File: config.mk
export PLATFORM = sky130hd
export DESIGN_NAME = raster_scan_gen
export DESIGN_NICKNAME = d
export VERILOG_FILES = /design/src/rtl/raster_scan_gen.sv
export SDC_FILE = /design/constraint.sdc
export NUM_CORES = 1
export LEC_CHECK = 0
export BUFFER_PORTS_ARGS = -buffer_cell sky130_fd_sc_hd__buf_2
export CELL_PAD_IN_SITES_DETAIL_PLACEMENT = 0
export CELL_PAD_IN_SITES_GLOBAL_PLACEMENT = 2
export CORE_UTILIZATION = 34
export CTS_CLUSTER_DIAMETER = 50
export DETAILED_ROUTE_END_ITERATION = 7
export PLACE_DENSITY_LB_ADDON = 0.1
export REMOVE_ABC_BUFFERS = 1
export SYNTH_ARGS = -nofsm -noshare
export SYNTH_HDL_FRONTEND = slang
export SYNTH_SLANG_ARGS = --single-unit
export TNS_END_PERCENT = 1
File: constraint.sdc
create_clock -name clk -period 2.3 [get_ports clk]
set_input_delay 0.46 -clock clk [delete_from_list [all_inputs] [get_ports clk]]
set_output_delay 0.46 -clock clk [all_outputs]
set_load 0.03 [all_outputs]
File: src/rtl/raster_scan_gen.sv
`default_nettype none
// ============================================================================
// Module   : raster_scan_gen
// Purpose  : Parametrised raster scan generator. Produces the signed x / unsigned
//            y beam position, active-video window, sync strobes, and the
//            line/frame/prefetch pulses that drive the VGA output path.
//            Includes a free-running frame counter.
// Ports    : clk          - clock
//            reset_n      - asynchronous active-low reset
//            enable       - advance the counters this cycle
//            x            - signed horizontal position (back porch is x < 0)
//            y            - line number
//            active       - inside active video
//            hsync/vsync  - sync strobes, levels set by HSYNC_POL/VSYNC_POL
//            new_line     - one-clock pulse on the last clock of a line
//            new_frame    - one-clock pulse on the last clock of a frame
//            prefetch     - one-clock pulse PREFETCH clocks before pixel 0 of
//                           an active line
//            frame_count  - completed frames, wraps
// Revision : 1.0 - initial release
// ============================================================================
module raster_scan_gen #(
    parameter int X_BITS     = 12,
    parameter int Y_BITS     = 10,
    parameter int H_ACTIVE   = 1280,
    parameter int H_FP       = 32,
    parameter int H_SYNC     = 192,
    parameter int H_BP       = 96,
    parameter int V_ACTIVE   = 480,
    parameter int V_FP       = 10,
    parameter int V_SYNC     = 2,
    parameter int V_BP       = 33,
    parameter bit HSYNC_POL  = 1'b0,
    parameter bit VSYNC_POL  = 1'b0,
    parameter int PREFETCH   = 16,
    parameter int FRAME_BITS = 8
) (
    input  logic                     clk,
    input  logic                     reset_n,
    input  logic                     enable,
    output logic signed [X_BITS-1:0] x,
    output logic [Y_BITS-1:0]        y,
    output logic                     active,
    output logic                     hsync,
    output logic                     vsync,
    output logic                     new_line,
    output logic                     new_frame,
    output logic                     prefetch,
    output logic [FRAME_BITS-1:0]    frame_count
);

    // Derived timing, in plain integers for the elaboration checks.
    localparam int c_v_total = V_ACTIVE + V_FP + V_SYNC + V_BP;
    localparam int c_x0      = -H_BP;
    localparam int c_x_last  = H_ACTIVE + H_FP + H_SYNC - 1;
    localparam int c_hs0     = H_ACTIVE + H_FP;
    localparam int c_vs0     = V_ACTIVE + V_FP;
    localparam longint c_x_min = -(longint'(1) <<< (X_BITS - 1));
    localparam longint c_x_max = (longint'(1) <<< (X_BITS - 1)) - 1;
    localparam longint c_y_max = (longint'(1) <<< Y_BITS) - 1;

    // The same constants sized to the counters so every compare is same-width.
    localparam logic signed [X_BITS-1:0] c_x0_s       = X_BITS'(c_x0);
    localparam logic signed [X_BITS-1:0] c_x_last_s   = X_BITS'(c_x_last);
    localparam logic signed [X_BITS-1:0] c_h_active_s = X_BITS'(H_ACTIVE);
    localparam logic signed [X_BITS-1:0] c_hs0_s      = X_BITS'(c_hs0);
    localparam logic signed [X_BITS-1:0] c_pref_s     = X_BITS'(-PREFETCH);
    localparam logic [Y_BITS-1:0]        c_y_last     = Y_BITS'(c_v_total - 1);
    localparam logic [Y_BITS-1:0]        c_v_active_y = Y_BITS'(V_ACTIVE);
    localparam logic [Y_BITS-1:0]        c_vs0_y      = Y_BITS'(c_vs0);
    localparam logic [Y_BITS-1:0]        c_vs_last_y  = Y_BITS'(c_vs0 + V_SYNC - 1);

    // ------------------------------------------------------------------------
    // Elaboration-time legality checks
    // ------------------------------------------------------------------------
    if (PREFETCH < 1 || PREFETCH > H_BP) begin : g_bad_prefetch
        $error("raster_scan_gen: PREFETCH=%0d outside 1..H_BP=%0d", PREFETCH, H_BP);
    end
    if (longint'(c_x0) < c_x_min || longint'(c_x_last) > c_x_max) begin : g_bad_x_bits
        $error("raster_scan_gen: x range %0d..%0d does not fit signed X_BITS=%0d",
               c_x0, c_x_last, X_BITS);
    end
    if (longint'(c_v_total - 1) > c_y_max) begin : g_bad_y_bits
        $error("raster_scan_gen: V_TOTAL-1=%0d does not fit Y_BITS=%0d",
               c_v_total - 1, Y_BITS);
    end

    // ------------------------------------------------------------------------
    // State
    // ------------------------------------------------------------------------
    logic signed [X_BITS-1:0] r_x;
    logic [Y_BITS-1:0]        r_y;
    logic [FRAME_BITS-1:0]    r_frame_count;

    logic w_x_last;
    logic w_y_last;
    logic w_new_line;
    logic w_new_frame;

    assign w_x_last = (r_x == c_x_last_s);
    assign w_y_last = (r_y == c_y_last);

    // Pulses are additionally gated by reset_n: when PREFETCH equals H_BP the
    // reset position x = X0 coincides with the prefetch point, and the pulse
    // must stay quiet while reset is held.
    assign w_new_line  = reset_n && enable && w_x_last;
    assign w_new_frame = w_new_line && w_y_last;

    always_ff @(posedge clk or negedge reset_n) begin
        if (!reset_n) begin
            r_x           <= c_x0_s;
            r_y           <= '0;
            r_frame_count <= '0;
        end else if (enable) begin
            if (w_x_last) begin
                r_x <= c_x0_s;
                r_y <= w_y_last ? '0 : r_y + Y_BITS'(1);
            end else begin
                r_x <= r_x + X_BITS'(1);
            end
            if (w_new_frame) begin
                r_frame_count <= r_frame_count + FRAME_BITS'(1);
            end
        end
    end

    // ------------------------------------------------------------------------
    // Decoded outputs, zero latency relative to x/y
    // ------------------------------------------------------------------------
    logic w_active;
    logic w_hs_window;
    logic w_vs_window;

    // The sign bit alone tells us x < 0.
    assign w_active    = !r_x[X_BITS-1] && (r_x < c_h_active_s) && (r_y < c_v_active_y);
    // Sync is the last horizontal segment, so its upper bound is X_LAST itself
    // and needs no compare (avoids forming X_LAST+1, which may not fit).
    assign w_hs_window = (r_x >= c_hs0_s);
    assign w_vs_window = (r_y >= c_vs0_y) && (r_y <= c_vs_last_y);

    assign x           = r_x;
    assign y           = r_y;
    assign active      = w_active;
    assign hsync       = w_hs_window ? HSYNC_POL : !HSYNC_POL;
    assign vsync       = w_vs_window ? VSYNC_POL : !VSYNC_POL;
    assign new_line    = w_new_line;
    assign new_frame   = w_new_frame;
    assign prefetch    = reset_n && enable && (r_x == c_pref_s) && (r_y < c_v_active_y);
    assign frame_count = r_frame_count;

endmodule
`default_nettype wire

# Word level (Yosys, flattened, before mapping)
# Cells that the tools add are included.
# totals
inputBits,3
ff_bits,30
output_inout_bits,36
wordCells,29
# classes
n_mux,4
order_cmp,5
reduce_logical,11
n_eq_ne,3
add_sub_neg,3
# ops
op,count
$add 12x2->12 const B,1
$eq 12x12->1 const B,1
$eq 12x5->1 const B,1
$ge 12x12->1 const B,1
$lt 12x12->1 const B,1
$mux 12,1
$add 10x1->10 const B,1
$eq 10x10->1 const B,1
$ge 10x9->1 const B,1
$le 10x9->1 const B,1
$lt 10x9->1 const B,1
$mux 10,1
$add 8x1->8 const B,1
$logic_and 1x1->1,8
$reduce_and 2->1,2
$mux 1,2
$logic_not 1->1,1

# Longest topological paths before layout
# depth
depth_word,4
mapped_depth,6
ltp_nobuf,5

# Least setup slack after synthesis
# Ideal clock, no wire load.
# synth_path
kind,register to output
start,"register r_y[5], in the netlist y[5]"
end,output active
arrival_time_ns,1.974
required_time_ns,1.840
path_slack_ns,-0.134
path_buffers,0
path_stages_with_launch,4
cell_sequence,dfrtp_1 and3_1 and2_1 nor4b_1
# synth_between
elab_chain_cells,2
# synth_lines
item,line_no,text
from (decl),92,logic [Y_BITS-1:0] r_y;
from (signal assigned),117,r_y <= w_y_last ? '0 : r_y + Y_BITS'(1);
$lt 10x9->1,135,assign w_active = !r_x[X_BITS-1] && (r_x < c_h_active_s) && (r_y < c_v_active_y);
$logic_and 1x1->1,135,
to (decl),43,"output logic active,"
# Every way passes these cells.

# Final worst setup path
# layout_path
start,"register r_x[5], in the netlist x[5]"
end,output new_frame
# layout_between
elab_chain_cells,3
# layout_lines
item,line_no,text
from (decl),91,logic signed [X_BITS-1:0] r_x;
from (signal assigned),111,r_x <= c_x0_s;
from (signal assigned),116,r_x <= c_x0_s;
from (signal assigned),119,r_x <= r_x + X_BITS'(1);
$eq 12x12->1,100,assign w_x_last = (r_x == c_x_last_s);
$logic_and 1x1->1,106,assign w_new_line = reset_n && enable && w_x_last;
$logic_and 1x1->1,107,assign w_new_frame = w_new_line && w_y_last;
to (decl),47,"output logic new_frame,"
# Every way passes these cells.

==> qor.txt <==
Power Density - 689 nW/um^2
Worst EP arrival - 1.78 ns
Final nets - 222
depth of the most critical reg-to-reg path - 6
Synth cell types - 43
CP Max Fanout - 4
first-pass GRT wire length - 6940 um
pin count of the biggest net entering global routing - 24
final wirelength - 4370 um
FMAX - 447 MHz
mux share of post-synthesis cell area - 2.81%
Pleak - 1.06 nW
post-detailed-route wirelength per cell - 15.5 um
clk sinks - 30
synthesized area per cell - 10.9 um^2
Tmin final - 2.24 ns
mapped cell area - 1690 um^2
I/O Buffers - 38
r2r startpoint - x[5]
Net Switching - 506 uW
Longest Clk Path Bufs - 2
Flop pwr share - 44.3%
initial antenna violation count - 0
CTS Buf Count - 5
CTS Root Cell - clkbuf_8
main combinational cell family by area after synthesis - simple AND/OR/NAND/NOR gates
combinational power share - 22.4%
Synth Area in XOR/XNOR - 9.84%
r2r endpoint - frame_count[1]
Clock Latency Late Sink - 0.28 ns
most common cell in the synthesized netlist - dfrtp_1
clock slew at reported path FFs - 0.07 ns
sequential element share of the synthesized area - 44.9%
crit share post-route - 97.3%
share of cells above drive strength 1 - 38.8%
Fin Setup TNS - 0 ns
Worst Max-Slew Pin Slew - 0.540 ns
Synth Area in Adders - 4.44%
Final ANT Viol Nets - 0
maximum vdd drop - 0.396 mV
Iter 0 DRT Violations - 46
vias - 1,457
worst clock skew - 0.00413 ns
die width - 72.5 um
Setup WS pre-CTS - 0.280 ns
Worst R2R Setup Slack - 0.40 ns
cell row count - 25
Async S/R FF share, synth - 100%
final setup vio count - 0
# IOs - 39
post-cts hold buffer count - 0
Worst EP required - 1.84 ns
CP Launch Type - flip-flop
Syn Inst Count - 155
core region area - 4750 um^2
Yosys top cell by area - dfrtp_1
crit path capture type - primary output
Worst Setup Path Type - reg -> out
final core utilization - 46.4%
CTS tree - built
Die Y-Extent - 72.5 um
Compound-Gate Fraction of Synth Area - 6.29%
status - complete, no violations
Synth Register Bits - 30
Clock power frac - 33.3%
Remaining DRCs - 0
ys flop type - dfrtp_1
GRT Util Overall - 17.6%
synth cell count leaders - dfrtp_1, xnor2_1, nand4_1
hpwl dp - 3040 um
Vias/cell - 5.19
Max-slew headroom - 63.7%
htree depth - 2
Slew Limit Fails - 0
gpl congestion - 0.822
worst setup margin - 0.0614 ns
synth-to-layout area growth - 30.6%
max cap viols - 0
first-pass detailed-route iteration total - 4
cell-internal power - 1.02 mW
Hold Vio Cnt, Final - 0
Post-Synth Simple-Gate Area - 29.8%
Starting Density - 35.6%
vias in the first global route - 1,340
ant diodes - 0
die area - 5260 um^2
Warnings, synthesis - 0
Synth top area share - 35.5%
EDFF count, synth - 0
Worst Hold Class - in -> async
Sw Share - 33.2%
Hold WS - 0.126 ns
top post-synthesis cells by area - dfrtp_1, dfstp_2, xnor2_1, ha_1, nand4_1
Remaining Overflow, GRT - 0
cell families after synthesis:
group                    Yosys count
AND/OR/NAND/NOR                   70
flip-flops                        30
XOR/XNOR                          19
AO/OA/AOI/OAI                     17
buffers and inverters              9
adder cells (fa/ha/maj)            6
multiplexers                       4
power groups by stage:
stage                     Combinational [mW]  Sequential, mW  Clock [mW]
after floorplan                        0.108           0.761           0
after global placement                 0.293           0.685           0
after detailed placement               0.297           0.684           0
after CTS                              0.299           0.675       0.524
after global routing                   0.363           0.686       0.549
final                                  0.341           0.674       0.508
routing by layer:
| metal | GRT usage, % | part of all wire (%) | vias up |
|---|---|---|---|
| met1 | 24.5 | 48 | 713 |
| met2 | 26.6 | 47 | 36 |
| met4 | 8.50 | 1.6 | 0 |
| li1 | - | - | 703 |
| met3 | 3.06 | 3.6 | 5 |
| met5 | 0 | 0 | - |
sequential cells by signal, summed over array words and instances (netlist names):
name and cells:
frame_count 8, x 12, y 10
worst max-delay path, cell delays in order (launching register included):
cell and delay, ns:
dfstp_2 0.38, buf_6 0.11, nand4bb_4 0.24, or2_4 0.30
nor4b_4 0.29, buf_6 0.17
layout by cell type (no fill, tap or decap), drive strengths merged, types with 6 or more instances in the layout:
cell type and count:
clkbuf 8, dfrtp 24, inv 7, nor3 6
nand2 7, ha 6, nand4 12, xnor2 14
dfstp 6, and4 6, nand3 10, buf 53
per-stage QoR:
| stage | cells | instance area, um^2 | power (mW) |
|---|---|---|---|
| after detailed placement | 266 | 2020 | 0.982 |
| after CTS | 274 | 2140 | 1.50 |
| after floorplan | 153 | 1680 | 0.869 |
| after global routing | 281 | 2210 | 1.60 |
| after global placement | 266 | 2020 | 0.978 |
| final | 281 | 2210 | 1.52 |
worst max-delay path by stage:
| stage | from | end |
|---|---|---|
| after floorplan | y[5] | active |
| after global placement | x[8] | new_frame |
| after detailed placement | x[8] | new_frame |
| after CTS | x[8] | new_frame |
| after global routing | x[5] | new_frame |
| final | x[5] | new_frame |
what timing repair did:
item                       4_1_cts  5_1_grt
buffers inserted                 0        7
gates resized for setup          3        7
setup endpoints to repair        2        3
pin swaps                        0        4
cell type report:
cell class / count / area (um^2)
Clock buffer: 8 / 110
Fill cell: 477 / 2550
Inverter: 7 / 26.3
Multi-Input combinational cell: 116 / 910
Sequential cell: 30 / 761
Tap cell: 67 / 83.8
Timing Repair Buffer: 53 / 318
Note: power is estimated with default switching activity, not from simulation.
